`config.mk`:
```
export PLATFORM = sky130hd
export DESIGN_NAME = vga_sync_ctrl
export DESIGN_NICKNAME = d
export VERILOG_FILES = /design/src/rtl/vga_sync_ctrl.sv
export SDC_FILE = /design/constraint.sdc
export NUM_CORES = 1
export LEC_CHECK = 0
export ABC_CLOCK_PERIOD_IN_PS = 4800
export BUFFER_PORTS_ARGS = -buffer_cell sky130_fd_sc_hd__buf_2
export CORE_MARGIN = 2
export CORE_UTILIZATION = 59
export CTS_CLUSTER_SIZE = 24
export DETAILED_ROUTE_END_ITERATION = 7
export PLACE_DENSITY = 0.83
export SKIP_CTS_REPAIR_TIMING = 1
export SLEW_MARGIN = 20
export SYNTH_ARGS = -nofsm -noshare
export SYNTH_HDL_FRONTEND = slang
export SYNTH_SLANG_ARGS = --single-unit
export TNS_END_PERCENT = 1
```
`constraint.sdc`:
```
create_clock -name CLK50 -period 4.8 [get_ports CLK50]
set_clock_uncertainty 0.15 [all_clocks]
set_input_delay 0.24 -clock CLK50 [delete_from_list [all_inputs] [get_ports CLK50]]
set_output_delay 0.24 -clock CLK50 [all_outputs]
set_load 0.02 [all_outputs]
```
`src/rtl/vga_sync_ctrl.sv`:
```
// VGA raster sequencer in the CLK50 domain: pixel enable, H/V counters, registered sync/visible decode.
// Optional frame counter is built only when VGA_FRAME_CNT_EN is defined; otherwise FRAME_CNT is tied to zero.
module vga_sync_ctrl #(
    parameter int H_VISIBLE = 640,
    parameter int H_FRONT   = 16,
    parameter int H_SYNC    = 96,
    parameter int H_BACK    = 48,
    parameter int V_VISIBLE = 480,
    parameter int V_FRONT   = 10,
    parameter int V_SYNC    = 2,
    parameter int V_BACK    = 33
) (
    input  logic       CLK50,
    input  logic       RST,
    output logic       PIX_EN,
    output logic       HSYNC,
    output logic       VSYNC,
    output logic       VIDEO_ON,
    output logic [9:0] PIX_X,
    output logic [9:0] PIX_Y,
    output logic       FRAME_START,
    output logic [7:0] FRAME_CNT
);

    localparam int H_TOTAL = H_VISIBLE + H_FRONT + H_SYNC + H_BACK;
    localparam int V_TOTAL = V_VISIBLE + V_FRONT + V_SYNC + V_BACK;

    localparam logic [9:0] H_MAX    = 10'(H_TOTAL - 1);
    localparam logic [9:0] V_MAX    = 10'(V_TOTAL - 1);
    localparam logic [9:0] H_VIS    = 10'(H_VISIBLE);
    localparam logic [9:0] V_VIS    = 10'(V_VISIBLE);
    localparam logic [9:0] H_SYNC_S = 10'(H_VISIBLE + H_FRONT);
    localparam logic [9:0] H_SYNC_E = 10'(H_VISIBLE + H_FRONT + H_SYNC);
    localparam logic [9:0] V_SYNC_S = 10'(V_VISIBLE + V_FRONT);
    localparam logic [9:0] V_SYNC_E = 10'(V_VISIBLE + V_FRONT + V_SYNC);

    function automatic logic in_band(input logic [9:0] c, input logic [9:0] lo, input logic [9:0] hi);
        return (c >= lo) && (c < hi);
    endfunction

    logic [9:0] h_p0;
    logic [9:0] v_p0;
    logic       h_wrap;
    logic       v_wrap;

    assign h_wrap = (h_p0 == H_MAX);
    assign v_wrap = (v_p0 == V_MAX);

    always_ff @(posedge CLK50 or posedge RST) begin
        if (RST) begin
            PIX_EN      <= 1'b0;
            h_p0        <= '0;
            v_p0        <= '0;
            PIX_X       <= '0;
            PIX_Y       <= '0;
            HSYNC       <= 1'b1;
            VSYNC       <= 1'b1;
            VIDEO_ON    <= 1'b0;
            FRAME_START <= 1'b0;
        end else begin
            PIX_EN      <= ~PIX_EN;
            // Strobe rises on the last pixel's enable edge and drops on the following (non-enable) edge.
            FRAME_START <= PIX_EN && h_wrap && v_wrap;
            if (PIX_EN) begin
                // Stage p0: raster counters.
                h_p0 <= h_wrap ? '0 : h_p0 + 10'd1;
                if (h_wrap)
                    v_p0 <= v_wrap ? '0 : v_p0 + 10'd1;
                // Stage p1: decode of the pre-increment position.
                PIX_X    <= h_p0;
                PIX_Y    <= v_p0;
                VIDEO_ON <= (h_p0 < H_VIS) && (v_p0 < V_VIS);
                HSYNC    <= !in_band(h_p0, H_SYNC_S, H_SYNC_E);
                VSYNC    <= !in_band(v_p0, V_SYNC_S, V_SYNC_E);
            end
        end
    end

`ifdef VGA_FRAME_CNT_EN
    always_ff @(posedge CLK50 or posedge RST) begin
        if (RST)
            FRAME_CNT <= 8'd0;
        else if (PIX_EN && h_wrap && v_wrap)
            FRAME_CNT <= FRAME_CNT + 8'd1;
    end
`else
    assign FRAME_CNT = 8'd0;
`endif

endmodule

```
==> results.toml, run 1 <==
[run_status]
status = "complete, no violations"

[cells_and_area]
diodes = 0
drive_above_1_share_pct = 31.43
multiInputGateArea_um2 = 862.1
fin_nets = 215
fill_cells = 271
ff_latch_area_um2 = 1129
area.growth.synth_to_final_pct = 11.34
utilization_pct = 69.05
layout_commonest_cell = "dfrtp_1"
final_cell_mix = "dfrtp_1, buf_2, mux2_2, nor2_1"

[place]
port_buffers = 26
dp_hpwl_mm = 2.740
routabilityCongestion = 0.8634
dp_slack_ns = 2.761

[route]
met3_length_um = 186
met1_length_mm = 1.569
routed_wl_mm = 3.944
ant_nets = 0
vias = 1468
firstDrtPassIters = 4
wl_met2_mm = 2.110
first_iter_violations = 77
drt-vias-per-instance = 5.734
wl_per_cell_um = 15.41
maxUsedRoutingLayer = "met4"
route.detailed.drc = 0

[synth]
yosys_most_used_dff = "dfrtp_1"
syn_area_um2 = 2086
synthArstFlopShare_pct = 100.0
ys_types = 39
syn_inst = 180
yosysSeqAreaShare_pct = 54.11
yosysWarnings = 0
avgSynthCellArea_um2 = 11.59
synth-edff-count = 0
ys_ff_latch = 45

[critical_path]
critical_path_required_ns = 4.91
cp-end-kind = "flop"
critPathLaunchType = "flop"
worst-setup-path-type = "reg -> reg"
worstReg2RegEnd = "v_p0[9]"
startpoint = "v_p0[0]"
crit_arrival_ns = 2.28
r2r_slack_ns = 2.63
r2r_start = "v_p0[0]"
crit_path_end = "v_p0[9]"
critPathMaxFanout = 5
reg2reg_depth = 6

[cts]
clock_path_buffers = 2
worstSkewPairLatency_ns = 0.36
cts.clk_slew.worst_paths_ns = 0.12
cts_inserted_buffers = 5
htreeDepth = 2
cts_tree = "yes"
cts.sinks = 45
root_buffer = "clkbuf_4"

[die]
die_area_um2 = 4027
initial_utilization_pct = 62.02
die_y_um = 63.46
die_w_um = 63.46
rows = 21
coreArea_um2 = 3363
ios = 35

[pwr]
p_total_uw = 634.9
p_per_area_nw_per_um2 = 273.4
vdd_ir_drop_max_v = 0.0001932
leakagePower_nw = 1.141

[sta]
final_max_slew_viol_count = 0
grt_setup_unrepaired = "no"
period_needed_ns = 2.173
min_period_over_period_pct = 45.28
hold_viol = 0
worstMarginPinSlew_ns = 0.5583
fin_setup_tns_ns = 0
max_slew_margin_pct = 62.28
fmax_mhz = 460.1
fin_ws_ns = 2.627
finalSetupViolCount = 0

[grt]
grt_pass1_wl_mm = 6.741
grt_usage_pct = 21.90
grt_overflow = 0
antenna_found_initial = 0
grt_pass1_vias = 1467
grt_max_degree = 46

[run]
drv_cap = 0

[hold_path]
min_path_type = "reg -> reg"
==> final cells by class <==
cell class / instances / share of cell area [%]
clock buffers: 7 / 2.371
repair buffers: 29 / 6.681
flip-flops and latches: 45 / 48.60
multi-input cells: 119 / 37.12
clock inverters: 1 / 1.293
inverters: 9 / 1.455
well taps: 46 / 2.478
==> worst max-delay path: stages, from the launching register on <==
cell and delay, ns:
dfrtp_1 0.43, inv_1 0.15, ha_1 0.17, nor4bb_1 0.53, and3_2 0.32, o21ai_0 0.09, a22o_1 0.24
==> how the worst min path moves through the flow <==
stage | startpoint | to | slack (ns) | depth (start not counted)
floorplan | v_p0[7] | v_p0[7] | 0.34 | 1
global placement | RST | PIX_Y[6] | 0.25 | 3
detailed placement | RST | PIX_Y[4] | 0.26 | 3
CTS | RST | PIX_X[0] | -0.14 | 3
global route | PIX_Y[4] | PIX_Y[4] | 0.38 | 1
finish | PIX_Y[0] | PIX_Y[0] | 0.37 | 1
==> where the power goes <==
part / switching (mW) / internal (mW)
sequential: 0 / 0.379
clock: 0.117 / 0.124
combinational: 0.0126 / 0.00141
==> cells in the mapped netlist, types with 2 or more instances <==
cell type / n / area (um^2)
a21oi_1: 2 / 10.01
a31oi_1: 2 / 12.51
and3_2: 3 / 22.52
and4_1: 3 / 26.28
buf_2: 3 / 15.01
buf_4: 8 / 60.06
dfrtp_1: 43 / 1076
dfstp_2: 2 / 52.55
ha_1: 4 / 50.05
inv_1: 9 / 33.78
mux2_2: 20 / 225.2
nand2_1: 8 / 30.03
nand3_1: 7 / 35.03
nand4_1: 6 / 37.54
nor2_1: 13 / 48.80
nor3_1: 6 / 30.03
o21ai_0: 9 / 45.04
xnor2_1: 6 / 52.55
xor2_1: 6 / 52.55
==> stage by stage <==
| step | cells | instance area, um^2 | hold WS (ns) |
|---|---|---|---|
| finish | 256 | 2322 | 0.3652 |
| global route | 256 | 2322 | 0.3758 |
| CTS | 255 | 2312 | -0.1405 |
| detailed placement | 247 | 2227 | 0.2612 |
| global placement | 247 | 2227 | 0.2461 |
| floorplan | 187 | 2112 | 0.3416 |
==> kinds of logic (layout without fill, tap and decap cells) <==
kind of cell	after synthesis	count (layout)	share of synthesized area, %
adder cells (fa/ha/maj)	4	4	2.400
multiplexers	20	20	10.80
AO/OA/AOI/OAI	17	17	4.799
buffers and inverters	23	46	5.818
flip-flops	45	45	54.11
AND/OR/NAND/NOR	58	58	16.86
XOR/XNOR	12	12	5.039
other	1	8	0.1798
==> state kept, by name (all words and copies together), names as in the netlist <==
name	flops
v_p0	10
PIX_Y	10
VSYNC	1
HSYNC	1
PIX_X	10
PIX_EN	1
FRAME_START	1
VIDEO_ON	1
h_p0	10
==> metal layers <==
layer	vias up	track usage [%]
li1	671	-
met1	737	25.73
met2	50	36.84
met3	10	6.250
met4	0	10.60
met5	-	0
Power figures use the tool's default switching activity.
==> run 2, diff against run 1 <==
--- a/config.mk
+++ b/config.mk
@@ -5,13 +5,13 @@
 export SDC_FILE = /design/constraint.sdc
 export NUM_CORES = 1
 export LEC_CHECK = 0
-export ABC_CLOCK_PERIOD_IN_PS = 4800
+export ABC_CLOCK_PERIOD_IN_PS = 2100
 export BUFFER_PORTS_ARGS = -buffer_cell sky130_fd_sc_hd__buf_2
 export CORE_MARGIN = 2
-export CORE_UTILIZATION = 59
+export CORE_UTILIZATION = 55
 export CTS_CLUSTER_SIZE = 24
 export DETAILED_ROUTE_END_ITERATION = 7
-export PLACE_DENSITY = 0.83
+export PLACE_DENSITY = 0.78
 export SKIP_CTS_REPAIR_TIMING = 1
 export SLEW_MARGIN = 20
 export SYNTH_ARGS = -nofsm -noshare
==> constraint.sdc (replaced) <==
create_clock -name CLK50 -period 2.1 [get_ports CLK50]
set_clock_uncertainty 0.15 [all_clocks]
set_input_delay 0.105 -clock CLK50 [delete_from_list [all_inputs] [get_ports CLK50]]
set_output_delay 0.105 -clock CLK50 [all_outputs]
set_load 0.02 [all_outputs]
==> run 2 against run 1 <==
  * Global-route usage decreased by 1.1 points
  * Maximum frequency up 12%
  * Routed wire length decreased by 0.30%
  * Largest power group unchanged
  * Critical path depth unchanged
  * Sequential share of layout area fell by 1.9 points
  * Setup slack lost 2.5 ns
  * Utilization down 3.1 points
  * Worst hold slack worse by 0.029 ns
  * Clock-buffer cell count fell by 2
==> results.toml, run 2 (synthesized netlist as in run 1, its figures left out) <==
[sta]
worstMarginPinSlew_ns = 0.5375
final_max_slew_viol_count = 0
fin_ws_ns = 0.1582
grt_setup_unrepaired = "no"
period_needed_ns = 1.942
fmax_mhz = 515.0
max_slew_margin_pct = 64.16
holdWs_ns = 0.3361
min_period_over_period_pct = 92.47
hold_viol = 0
finalSetupViolCount = 0
fin_setup_tns_ns = 0

[place]
routabilityCongestion = 0.8308
dp_slack_ns = 0.09954
port_buffers = 26
dp_hpwl_mm = 2.689

[route]
routed_wl_mm = 3.932
vias = 1445
wl_per_cell_um = 15.07
drt-vias-per-instance = 5.536
ant_nets = 0
firstDrtPassIters = 4
first_iter_violations = 83
route.detailed.drc = 0

[cells_and_area]
final_cell_mix = "dfrtp_1, buf_2, mux2_2, nor2_1"
layout_commonest_cell = "dfrtp_1"
utilization_pct = 65.96
drive_above_1_share_pct = 33.33
fin_nets = 218
diodes = 0
area.growth.synth_to_final_pct = 15.78

[critical_path]
critPathMaxStageDelay_ns = 0.42
critPathMaxFanout = 5
critPathLaunchType = "flop"
critPathSlowestCell = "dfrtp_1"
reg2reg_depth = 6
critical_path_required_ns = 2.14
critical_path_buf_inv_count = 1
path_delay_family = "simple AND/OR/NAND/NOR gates"
path_cells = "inv_1, ha_1, nor4bb_4, and3_2, o21ai_0, a22o_1"
cp-end-kind = "flop"
crit_arrival_ns = 1.98
worst-setup-path-type = "reg -> reg"
path_depth = 6

[cts]
root_buffer = "clkbuf_8"
worstSkewPairLatency_ns = 0.30
cts_tree = "yes"
htreeDepth = 2
cts_inserted_buffers = 5
cts.clk_slew.worst_paths_ns = 0.09
clock_path_buffers = 2
cts.sinks = 45

[hold_path]
min_path_type = "in -> async"

[die]
coreArea_um2 = 3661
ios = 35
initial_utilization_pct = 56.97
die_w_um = 65.58
die_area_um2 = 4301
die_y_um = 65.58
rows = 22

[pwr]
p_per_area_nw_per_um2 = 696.4
leakagePower_nw = 1.181
vdd_ir_drop_max_v = 0.0005605

[run]
drv_cap = 0

[grt]
antenna_found_initial = 0
grt_pass1_vias = 1390
grt_usage_pct = 20.81
grt_max_degree = 46
grt_overflow = 0
grt_pass1_wl_mm = 6.727

[run_status]
status = "complete, no violations"
## run 2: cell count changes in the layout (fill, tap and decap cells not counted)
cell       delta
bufinv_16     +1
buf_4         +3
nor4bb_4      +1
clkbuf_4      -5
clkbuf_8      +4
clkbuf_1      -1
inv_6         +1
nor4bb_1      -1
## run 2: worst min-delay path, delay by kind of cell
kind | cells | cell delay [ns]
buffers and inverters | 4 | 1.14
## run 2: worst paths after layout
check	start	to	slack, ns
setup / recovery	v_p0[0]	v_p0[9]	0.16
max in group asynchronous	RST	HSYNC	1.10
setup reg to reg	v_p0[0]	v_p0[9]	0.16
min in group CLK50	VIDEO_ON	VIDEO_ON	0.34
hold reg to reg	VIDEO_ON	VIDEO_ON	0.34
hold / removal	RST	v_p0[9]	0.34
## run 2: stage by stage
stage / cell area [um^2] / power (mW) / instances
2_1_floorplan: 2112 / 0.9195 / 187
3_3_place_gp: 2252 / 0.9140 / 252
3_5_place_dp: 2252 / 0.9149 / 252
4_1_cts: 2390 / 1.697 / 260
5_1_grt: 2415 / 1.744 / 261
6_report: 2415 / 1.682 / 261
## run 2: layout make-up
| class | count | area (um^2) |
|---|---|---|
| timing repair buffer | 32 | 177.7 |
| inverter | 9 | 33.78 |
| clock buffer | 5 | 68.82 |
| multi-input combinational | 119 | 877.1 |
| clock inverter | 3 | 68.82 |
| fill | 276 | 1246 |
| tap | 48 | 60.06 |
| sequential | 45 | 1129 |
## run 2: where the power goes
part / internal (mW) / total (mW) / switching (mW)
clock network: 0.479 / 0.784 / 0.305
logic: 0.00322 / 0.0318 / 0.0286
registers: 0.866 / 0.866 / 0
## run 2: per-layer routing
layer	up-vias	GRT usage [%]	share of wire, %
met5	-	0	0
met4	0	10.16	2.2
met3	8	3.767	4.8
met2	47	31.51	47
met1	712	28.96	46
li1	678	-	-
==> run 3, diff against run 2 <==
--- a/config.mk
+++ b/config.mk
@@ -11,7 +11,8 @@
 export CORE_UTILIZATION = 55
 export CTS_CLUSTER_SIZE = 24
 export DETAILED_ROUTE_END_ITERATION = 7
-export PLACE_DENSITY = 0.78
+export MAX_ROUTING_LAYER = met4
+export PLACE_DENSITY = 0.8
 export SKIP_CTS_REPAIR_TIMING = 1
 export SLEW_MARGIN = 20
 export SYNTH_ARGS = -nofsm -noshare
==> run 3 against run 2 <==
  * Cell count rose by 1.1%
  * Largest power group unchanged
  * Clock-buffer cell count is 1 higher
  * Combinational power is 7.9% higher
==> results.toml, run 3 (synthesized netlist as in run 1, its figures left out) <==
[die]
initial_utilization_pct = 56.97
die_y_um = 65.58
rows = 22
coreArea_um2 = 3661
die_w_um = 65.58
die_area_um2 = 4301
ios = 35

[route]
firstDrtPassIters = 4
route.detailed.drc = 0
wl_per_cell_um = 14.33
routed_wl_mm = 3.784
first_iter_violations = 128
vias = 1430
ant_nets = 0
drt-vias-per-instance = 5.417

[sta]
min_period_over_period_pct = 94.23
fmax_mhz = 505.4
fin_ws_ns = 0.1213
worstMarginPinSlew_ns = 0.5574
period_needed_ns = 1.979
finalSetupViolCount = 0
max_slew_margin_pct = 62.61
final_max_slew_viol_count = 0
hold_viol = 0

[run]
drv_cap = 0

[cells_and_area]
final_cell_mix = "dfrtp_1, buf_2, mux2_2, nor2_1, o21ai_0"
final_area_um2 = 2411
area.growth.synth_to_final_pct = 15.60
utilization_pct = 65.86
layout_commonest_cell = "dfrtp_1"
ff_latch_area_um2 = 1129
diodes = 0
drive_above_1_share_pct = 34.26
fill_cells = 293
fin_nets = 221
multiInputGateArea_um2 = 868.3

[grt]
grt_pass1_wl_mm = 6.099
grt_pass1_vias = 1327
grt_usage_pct = 19.72
antenna_found_initial = 0
grt_overflow = 0
grt_max_degree = 17

[place]
dpl-instance-area_um2 = 2275
routabilityCongestion = 0.8616
dp_hpwl_mm = 2.722
dp_slack_ns = 0.1094
port_buffers = 26

[pwr]
p_per_area_nw_per_um2 = 654.6
leakagePower_nw = 1.177
vdd_ir_drop_max_v = 0.0009012

[cts]
htreeDepth = 2
clock_path_buffers = 2
cts.sinks = 45
root_buffer = "clkbuf_8"
cts_tree = "yes"
cts.clk_slew.worst_paths_ns = 0.09
cts_inserted_buffers = 5
worstSkewPairLatency_ns = 0.31

[critical_path]
critical_path_required_ns = 2.16
worst-setup-path-type = "reg -> reg"
critPathLaunchType = "flop"
cp-end-kind = "flop"
critPathMaxFanout = 5
crit_arrival_ns = 2.03

[run_status]
status = "complete, no violations"

[hold_path]
min_path_type = "in -> async"
## run 3: changes by cell type in the layout (fill, tap and decap cells not counted)
cell        before  now
clkinvlp_4       0    1
nor4bb_2         0    1
inv_6            1    0
inv_1            9    8
clkbuf_8         5    6
buf_4            5    8
nor4bb_4         1    0
clkinv_1         0    1
bufinv_16        2    1
## run 3: where the power goes
| part | leakage, nW | internal, mW | switching, mW |
|---|---|---|---|
| combinational | 0.536 | 0.00443 | 0.0298 |
| clock | 0.0574 | 0.387 | 0.292 |
| sequential | 0.584 | 0.866 | 0 |
| total | 1.18 | 1.26 | 0.321 |
## run 3: area by class of cell
class	instances	area share, %
well taps	48	2.491
multi-input cells	119	36.01
inverters	9	1.401
clock inverters	2	1.557
clock buffers	6	3.425
repair buffers	35	8.303
flip-flops and latches	45	46.81
## run 3: through the flow
step	hold slack, ns	std cells	setup TNS [ns]	total power [mW]
6_report	0.1703	264	0	1.578
5_1_grt	0.2190	264	-0.01905	1.633
4_1_cts	-0.3753	263	0	1.593
3_5_place_dp	-0.03309	255	0	0.9170
3_3_place_gp	-0.04797	255	0	0.9163
2_1_floorplan	0.2348	187	0	0.9195
## run 3: metal layers
layer  track usage (%)  vias up  share of wire (%)  wire, um
met5                 -        -                  0         0
met4             11.72        0                2.9       108
met3             4.110       12                6.4       242
met2             26.66       59                 44      1679
met1             27.43      683                 46      1752
li1                  -      676                  -         -
## run 3: worst max-delay path: stages, from the launching register on
cell and delay [ns]:
dfrtp_1 0.42, inv_1 0.14, ha_1 0.16, nor4bb_2 0.37, and3_2 0.29, o21ai_0 0.10, a22o_1 0.24
## run 3: worst paths after layout
kind                              start  depth (start not counted)  slack, ns  endpoint
worst max-delay path            v_p0[0]                          6       0.12   v_p0[9]
worst min-delay path                RST                          3       0.17  PIX_Y[1]
worst max register to register  v_p0[0]                          6       0.12   v_p0[9]
worst min register to register    HSYNC                          2       0.34     HSYNC
max in group asynchronous           RST                          4       1.01     HSYNC
min in group CLK50                HSYNC                          2       0.34     HSYNC
